[src/rtl/bit_serial_adder_if.sv]
// Handshake bundle for bit_serial_adder.
//   master: start, a, b and cin are outputs; busy, done, sum and cout are inputs (the requester).
//   slave:  the mirror image, used by the adder itself.
//   start    request an addition (seen only while the adder is idle)
//   a, b     WIDTH-bit operands
//   cin      carry-in
//   busy     bit slices are being processed
//   done     one-cycle pulse marking a fresh result on sum/cout
//   sum      WIDTH-bit result, held until the next completion
//   cout     carry-out, held until the next completion
interface bit_serial_adder_if #(
    parameter int WIDTH = 8
);
    logic             start;
    logic [WIDTH-1:0] a;
    logic [WIDTH-1:0] b;
    logic             cin;
    logic             busy;
    logic             done;
    logic [WIDTH-1:0] sum;
    logic             cout;

    modport master (
        output start, a, b, cin,
        input  busy, done, sum, cout
    );

    modport slave (
        input  start, a, b, cin,
        output busy, done, sum, cout
    );
endinterface

[src/rtl/bit_serial_adder.sv]
// Bit-serial adder: one shared full adder processes the operands LSB-first,
// one bit per clock. A carry flip-flop links successive bit slices.
//   clk   rising-edge clock
//   rst   asynchronous, active-high reset
//   bus   bit_serial_adder_if slave modport (start/a/b/cin in, busy/done/sum/cout out)
// The result appears on sum/cout only on the edge that enters DONE. Partial
// results stay inside the shift register and are never visible on sum.

// Single-bit full adder used as the shared bit-slice datapath.
//   a, b, cin   operand bits and carry-in
//   sum, cout   sum bit and carry-out
module full_adder (
    input  logic a,
    input  logic b,
    input  logic cin,
    output logic sum,
    output logic cout
);
    assign sum  = a ^ b ^ cin;
    assign cout = (a & b) | (a & cin) | (b & cin);
endmodule

module bit_serial_adder #(
    parameter int WIDTH = 8
) (
    input  logic               clk,
    input  logic               rst,
    bit_serial_adder_if.slave  bus
);
    localparam int CW = $clog2(WIDTH);
    localparam logic [CW-1:0] CNT_LAST = CW'(WIDTH - 1);
    localparam logic [CW-1:0] CNT_ONE  = CW'(1);

    typedef enum logic [1:0] {
        IDLE = 2'd0,
        ADD  = 2'd1,
        DONE = 2'd2
    } state_t;

    state_t           state;
    state_t           state_next;

    logic [WIDTH-1:0] a_sr;
    logic [WIDTH-1:0] b_sr;
    logic [WIDTH-1:0] res_sr;
    logic [WIDTH-1:0] res_next;
    logic [WIDTH-1:0] sum_q;
    logic             cout_q;
    logic             carry;
    logic [CW-1:0]    cnt;

    logic             fa_sum;
    logic             fa_cout;
    logic             accept;
    logic             last_bit;

    full_adder u_fa (
        .a    (a_sr[0]),
        .b    (b_sr[0]),
        .cin  (carry),
        .sum  (fa_sum),
        .cout (fa_cout)
    );

    assign accept   = (state == IDLE) && bus.start;
    assign last_bit = (state == ADD) && (cnt == CNT_LAST);
    assign res_next = {fa_sum, res_sr[WIDTH-1:1]};

    // State register; reset aborts any operation straight back to IDLE.
    always_ff @(posedge clk or posedge rst) begin
        if (rst) begin
            state <= IDLE;
        end else begin
            state <= state_next;
        end
    end

    // Next-state logic. start is only looked at in IDLE, so a request while
    // busy or done is simply dropped. DONE always lasts exactly one cycle.
    always_comb begin
        state_next = state;
        case (state)
            IDLE: begin
                if (bus.start) begin
                    state_next = ADD;
                end
            end
            ADD: begin
                if (cnt == CNT_LAST) begin
                    state_next = DONE;
                end
            end
            DONE: begin
                state_next = IDLE;
            end
            default: begin
                state_next = IDLE;
            end
        endcase
    end

    // Datapath. Operands are captured on the accepting edge, so later changes
    // on a/b/cin are harmless. Each ADD edge consumes the LSBs, shifts the sum
    // bit into the top of res_sr and keeps the carry for the next slice. The
    // counter is not advanced on the final slice, so it never wraps even when
    // WIDTH is a power of two. sum/cout are only written on the final slice.
    always_ff @(posedge clk or posedge rst) begin
        if (rst) begin
            a_sr   <= '0;
            b_sr   <= '0;
            res_sr <= '0;
            carry  <= 1'b0;
            cnt    <= '0;
            sum_q  <= '0;
            cout_q <= 1'b0;
        end else if (accept) begin
            a_sr  <= bus.a;
            b_sr  <= bus.b;
            carry <= bus.cin;
            cnt   <= '0;
        end else if (state == ADD) begin
            res_sr <= res_next;
            carry  <= fa_cout;
            a_sr   <= {1'b0, a_sr[WIDTH-1:1]};
            b_sr   <= {1'b0, b_sr[WIDTH-1:1]};
            if (!last_bit) begin
                cnt <= cnt + CNT_ONE;
            end
            if (last_bit) begin
                sum_q  <= res_next;
                cout_q <= fa_cout;
            end
        end
    end

    // Status outputs are pure decodes of the state.
    always_comb begin
        bus.busy = (state == ADD);
        bus.done = (state == DONE);
        bus.sum  = sum_q;
        bus.cout = cout_q;
    end
endmodule

[src/flat_wrapper.sv]
// flat-port wrapper written by rule: the top's interface ports become plain ports
module bit_serial_adder_flat 
#(
    parameter int WIDTH = 8
)
  (clk, rst, bus_start, bus_a, bus_b, bus_cin, bus_busy, bus_done, bus_sum, bus_cout);
  bit_serial_adder_if #(.WIDTH(WIDTH)) bus_i ();
  input  logic clk;
  input  logic rst;
  input wire logic [$bits(bus_i.start)-1:0] bus_start;
  input wire logic [$bits(bus_i.a)-1:0] bus_a;
  input wire logic [$bits(bus_i.b)-1:0] bus_b;
  input wire logic [$bits(bus_i.cin)-1:0] bus_cin;
  output wire logic [$bits(bus_i.busy)-1:0] bus_busy;
  output wire logic [$bits(bus_i.done)-1:0] bus_done;
  output wire logic [$bits(bus_i.sum)-1:0] bus_sum;
  output wire logic [$bits(bus_i.cout)-1:0] bus_cout;
  assign bus_i.start = bus_start;
  assign bus_i.a = bus_a;
  assign bus_i.b = bus_b;
  assign bus_i.cin = bus_cin;
  assign bus_busy = bus_i.busy;
  assign bus_done = bus_i.done;
  assign bus_sum = bus_i.sum;
  assign bus_cout = bus_i.cout;
  bit_serial_adder #(.WIDTH(WIDTH)) u_core (.clk(clk), .rst(rst), .bus(bus_i));
endmodule
[config.mk]
export PLATFORM = sky130hd
export DESIGN_NAME = bit_serial_adder_flat
export DESIGN_NICKNAME = d
export VERILOG_FILES = /design/src/rtl/bit_serial_adder_if.sv /design/src/rtl/bit_serial_adder.sv /design/src/flat_wrapper.sv
export SDC_FILE = /design/constraint.sdc
export NUM_CORES = 1
export LEC_CHECK = 0
export CORE_UTILIZATION = 44
export CTS_CLUSTER_SIZE = 40
export DETAILED_ROUTE_END_ITERATION = 7
export GPL_TIMING_DRIVEN = 0
export PLACE_DENSITY = 0.79
export SLEW_MARGIN = 10
export SYNTH_ARGS = -nofsm -noshare
export SYNTH_HDL_FRONTEND = slang
export SYNTH_SLANG_ARGS = --single-unit
[constraint.sdc]
create_clock -name clk -period 2.85 [get_ports clk]
set_clock_uncertainty 0.2 [all_clocks]
set_input_delay 0.57 -clock clk [delete_from_list [all_inputs] [get_ports clk]]
set_output_delay 0.57 -clock clk [all_outputs]
set_load 0.03 [all_outputs]
==> flow_summary.json, run 1 <==
{
  "syn2layout_area_growth_pct": 26.3,
  "fin_util": 0.597,
  "antenna_left": 0,
  "drv_cap": 0,
  "setup_viol": 0,
  "layoutNonFillerInstCount": 237,
  "cp.arrival_ps": 1790,
  "first_pass_iters": 4,
  "gp_congestion": 0.754,
  "ys.flop_type": "dfrtp_1",
  "grt_pass1_vias": 1264,
  "leakage_nw": 1.01,
  "critPathKind": "reg -> out",
  "worstRegToRegCells": 5,
  "clk_latency_ps": 290,
  "wl_met3_um": 138,
  "vdd_drop_max_v": 0.000376,
  "initial_utilization": 0.473,
  "min_period_ps": 2560,
  "dieHeight_um": 65.9,
  "via_count": 1275,
  "nets": 211,
  "drtIter0Drc": 71,
  "dpl-instance-area_mm2": 0.00216,
  "totalWireLength_um": 3220,
  "placedCellCount": 229,
  "fillers": 287,
  "min_path_cells": 1,
  "synth_edf_count": 0,
  "cp.required_ps": 2080,
  "pre_cts_slack_ps": 413,
  "synth_nets": 174,
  "io_buffer_count": 30,
  "p_clk_frac": 0.182,
  "final_cell_mix": "dfrtp_1, clkdlybuf4s50_1, inv_1",
  "grt_start_max_net_pins": 39,
  "r2r_start": "u_core.cnt[0]",
  "postSynthCellCount": 151,
  "grt-ovfl-total": 0,
  "cp_max_fo": 9,
  "avgSynthCellArea_um2": 11.9,
  "r2r-end": "u_core.bus.sum[1]",
  "rsz0062_at_grt": "false",
  "max_slew.worst_pin.slew_ps": 758,
  "finalHoldViolCount": 0,
  "yosysWarningCount": 0,
  "final_max_slew_viol_count": 0,
  "p_per_area_mw_per_mm2": 1050,
  "drc_errors": 0,
  "cts_root_buf": "clkbuf_8",
  "wl_per_cell_um": 13.6,
  "endpoint_kind": "primary output",
  "cts_buffer_depth": 2,
  "ctsHtreeMaxLevel": 2,
  "grt_pass1_wl_um": 5690,
  "crit_path_end": "bus_busy",
  "die_area_mm2": 0.00434,
  "drive_gt1_frac": 0.138,
  "diodes": 0,
  "fmax_mhz": 390,
  "die_w_um": 65.9,
  "startpoint_type": "register",
  "core_area_mm2": 0.00380,
  "p_int_mw": 1.56,
  "highest-signal-layer": "met4",
  "slew_headroom": 0.494,
  "reg2reg_slack_ps": 970,
  "cts_buffers": 5,
  "grt_usage": 0.177,
  "post_cts_buffers": 0,
  "grt_antenna_before_repair": 0,
  "async_flop_share": 1.00,
  "ys_ff_latch": 38,
  "numClockSinks": 38,
  "cts_tree": "yes",
  "seqPwrFrac": 0.390,
  "tns_ps": 0,
  "finalCritPeriodShare": 0.899,
  "wl_met2_um": 1530,
  "synth-seq-area-share": 0.529,
  "setup_ws_ps": 287,
  "status": "finished, final reports clean",
  "final_area_mm2": 0.00227,
  "power_frac_comb": 0.428,
  "hold_path_class": "reg -> reg",
  "synth_cell_types": 25,
  "place_hpwl_um": 2250,
  "crit_start": "u_core.state[0]",
  "clkTransAtPathRegs_ps": 70,
  "mostFrequentLayoutCell": "dfrtp_1",
  "rows": 22,
  "syn_area_mm2": 0.00180,
  "viasPerCell": 5.38,
  "io_pins": 31,
  "wl_met1_um": 1490,
  "sw_frac_of_total": 0.345,
  "p_sw_mw": 0.824
}
-- layer usage --
| layer | up-vias | global-route usage |
|---|---|---|
| li1 | 609 | - |
| met1 | 629 | 0.224 |
| met2 | 30 | 0.281 |
| met3 | 7 | 0.0466 |
| met4 | 0 | 0.0788 |
| met5 | - | 0 |
-- state kept, by name (all words and copies together), names as in the netlist --
name             cells
u_core.bus.sum       8
u_core.carry         1
u_core.cnt           3
u_core.state         2
u_core.res_sr        7
u_core.b_sr          8
u_core.bus.cout      1
u_core.a_sr          8
-- Yosys cell counts (2+ instances only) --
cell / number / share of area
nand2b_1: 2 / 0.0070
clkbuf_1: 2 / 0.0042
mux2_1: 9 / 0.056
dfrtp_1: 38 / 0.53
ha_1: 2 / 0.014
mux2_2: 7 / 0.044
a211o_1: 3 / 0.015
nor4bb_1: 2 / 0.011
a211oi_1: 8 / 0.033
nor2b_1: 9 / 0.031
nor3b_1: 15 / 0.063
and3_1: 3 / 0.010
a221oi_1: 6 / 0.029
buf_4: 2 / 0.0084
a22o_1: 2 / 0.0098
buf_2: 7 / 0.019
inv_1: 18 / 0.038
nor4b_1: 9 / 0.044
-- how the worst min path moves through the flow --
stage | end | startpoint | slack, ps
floorplan | u_core.bus.sum[0] | u_core.res_sr[1] | 250
global placement | u_core.bus.sum[0] | u_core.res_sr[1] | 270
detailed placement | u_core.bus.sum[0] | u_core.res_sr[1] | 280
CTS | u_core.bus.sum[0] | u_core.res_sr[1] | 290
global route | u_core.bus.sum[4] | u_core.bus.sum[4] | 310
finish | u_core.bus.sum[0] | u_core.res_sr[1] | 290
-- kinds of logic after synthesis --
group	after synthesis	synth area share
DFF	38	0.529
AOI/OAI and AO/OA	22	0.0996
buffers and inverters	30	0.0717
adders and majority gates	3	0.0251
muxes	16	0.100
and+or+nand+nor	42	0.174
-- metrics by stage --
step | hold slack (ps) | power (mW)
2_1_floorplan | 254 | 1.65
6_report | 286 | 2.39
3_5_place_dp | 278 | 1.97
4_1_cts | 293 | 2.41
3_3_place_gp | 266 | 1.92
5_1_grt | 309 | 2.57
-- power groups by stage --
| stage | clock network, mW | registers, mW | logic [mW] |
|---|---|---|---|
| 2_1_floorplan | 0 | 1.03 | 0.622 |
| 3_3_place_gp | 0 | 0.929 | 0.989 |
| 3_5_place_dp | 0 | 0.944 | 1.02 |
| 4_1_cts | 0.447 | 0.932 | 1.03 |
| 5_1_grt | 0.474 | 0.969 | 1.13 |
| 6_report | 0.436 | 0.931 | 1.02 |
-- worst max-delay path, stage by stage, from the launching register on --
cell and delay, ps:
dfrtp_1 320, buf_2 170, nor2b_1 150, buf_4 180, clkdlybuf4s50_1 680
-- final cells by class --
| class | count | area, um2 | area share |
|---|---|---|---|
| sequential | 38 | 951 | 0.419 |
| multi-input combinational | 83 | 717 | 0.316 |
| timing repair buffer | 30 | 303 | 0.133 |
| clock buffer | 5 | 68.8 | 0.0303 |
| inverter | 18 | 67.6 | 0.0298 |
| buffer | 12 | 61.3 | 0.0270 |
| tap | 48 | 60.1 | 0.0265 |
| clock inverter | 3 | 40.0 | 0.0177 |
-- what timing repair did --
item	CTS	global route
gates resized for setup	0	1
setup endpoints to repair	0	1
hold buffers	0	0
Note: power is estimated with default switching activity, not from simulation.
==> inputs of run 2 (changes only) <==
- CAP_MARGIN: unset -> 20
- CELL_PAD_IN_SITES_DETAIL_PLACEMENT: unset -> 0
- CELL_PAD_IN_SITES_GLOBAL_PLACEMENT: unset -> 1
- CORE_MARGIN: unset -> 2
- PLACE_DENSITY: 0.79 -> 0.94
==> flow_summary.json, run 2 (synthesis results as in run 1) <==
{
  "hold_path_class": "reg -> reg",
  "cp.required_ps": 2080,
  "nets": 211,
  "core_area_mm2": 0.00397,
  "die_w_um": 67.9,
  "final_max_slew_viol_count": 0,
  "clkTransAtPathRegs_ps": 70,
  "max_slew.worst_pin.slew_ps": 782,
  "drc_errors": 0,
  "rows": 23,
  "mostFrequentLayoutCell": "dfrtp_1",
  "reg2reg_slack_ps": 890,
  "final_area_mm2": 0.00230,
  "fmax_mhz": 385,
  "slew_headroom": 0.478,
  "startpoint_type": "register",
  "setup_viol": 0,
  "cts_buffers": 5,
  "tns_ps": 0,
  "first_pass_iters": 4,
  "ctsHtreeMaxLevel": 2,
  "path_cells": "buf_2 > nor2b_1 > buf_4 > clkdlybuf4s50_1",
  "cts_buffer_depth": 2,
  "drtIter0Drc": 76,
  "grt_pass1_vias": 1345,
  "wl_per_cell_um": 15.1,
  "totalWireLength_um": 3610,
  "numClockSinks": 38,
  "drv_cap": 0,
  "dieHeight_um": 67.9,
  "min_period_ps": 2590,
  "cp_max_fo": 9,
  "io_buffer_count": 30,
  "path_delay_family": "buffers and inverters",
  "leakage_nw": 1.03,
  "pre_cts_slack_ps": 388,
  "cts_resized": 0,
  "place_hpwl_um": 2560,
  "placedCellCount": 231,
  "final_cell_mix": "dfrtp_1, clkdlybuf4s50_1, inv_1",
  "cp.arrival_ps": 1820,
  "io_pins": 31,
  "clk_latency_ps": 290,
  "ctsHoldBuffers": 0,
  "finalCritPeriodShare": 0.910,
  "rsz0062_at_grt": "false",
  "grt_antenna_before_repair": 0,
  "setup_ws_ps": 255,
  "dpl-instance-area_mm2": 0.00216,
  "grt_start_max_net_pins": 39,
  "syn2layout_area_growth_pct": 28.3,
  "via_count": 1308,
  "cts_tree": "yes",
  "drive_gt1_frac": 0.138,
  "slowest_delay_ps": 680,
  "endpoint_kind": "primary output",
  "p_per_area_mw_per_mm2": 1100,
  "grt_usage": 0.182,
  "status": "finished, final reports clean",
  "gp_congestion": 0.716,
  "viasPerCell": 5.47,
  "initial_utilization": 0.452,
  "die_area_mm2": 0.00461,
  "hold_slack_ps": 285,
  "grt_pass1_wl_um": 6170,
  "diodes": 0,
  "critPathBufInv": 3,
  "fin_util": 0.580,
  "cts_root_buf": "clkbuf_8",
  "crit_slowest_cell": "clkdlybuf4s50_1",
  "critPathKind": "reg -> out",
  "grt-ovfl-total": 0,
  "layoutNonFillerInstCount": 239,
  "antenna_left": 0,
  "vdd_drop_max_v": 0.000492,
  "post_cts_buffers": 0,
  "p_total_mw": 2.54,
  "finalHoldViolCount": 0
}
==> run 2: cell types whose count changed in the layout (fill, tap and decap cells not counted) <==
cell / delta
clkinv_2: -2
bufinv_16: +1
clkbuf_8: +1
==> run 2: final cells by class <==
| type | instances | area (um2) |
|---|---|---|
| Clock buffer | 6 | 82.6 |
| Buffer | 12 | 61.3 |
| Tap cell | 50 | 62.6 |
| Clock inverter | 2 | 60.1 |
| Multi-Input combinational cell | 83 | 717 |
| Sequential cell | 38 | 951 |
| Timing Repair Buffer | 30 | 303 |
| Inverter | 18 | 67.6 |
| Fill cell | 333 | 1670 |
==> run 2: routing by layer <==
| metal | track usage | vias up | share of wire |
|---|---|---|---|
| met5 | 0 | - | 0 |
| met4 | 0.0450 | 0 | 0.0022 |
| met3 | 0.0543 | 2 | 0.053 |
| met2 | 0.332 | 37 | 0.52 |
| met1 | 0.208 | 659 | 0.42 |
| li1 | - | 610 | - |
==> run 2: report_power, final <==
part / total (mW) / leakage (nW) / switching [mW] / internal (mW)
sequential: 0.942 / 0.437 / 0.148 / 0.794
combinational: 1.03 / 0.519 / 0.519 / 0.515
clock: 0.560 / 0.0714 / 0.187 / 0.373
total: 2.54 / 1.03 / 0.854 / 1.68
==> run 2: final timing paths <==
check,startpoint,to,depth (start not counted)
hold reg to reg,u_core.res_sr[1],u_core.bus.sum[0],1
min in group asynchronous,rst,u_core.a_sr[1],2
setup reg to reg,u_core.cnt[0],u_core.bus.sum[1],5
max in group asynchronous,rst,u_core.cnt[2],2
setup / recovery,u_core.state[0],bus_busy,4
hold / removal,u_core.res_sr[1],u_core.bus.sum[0],1
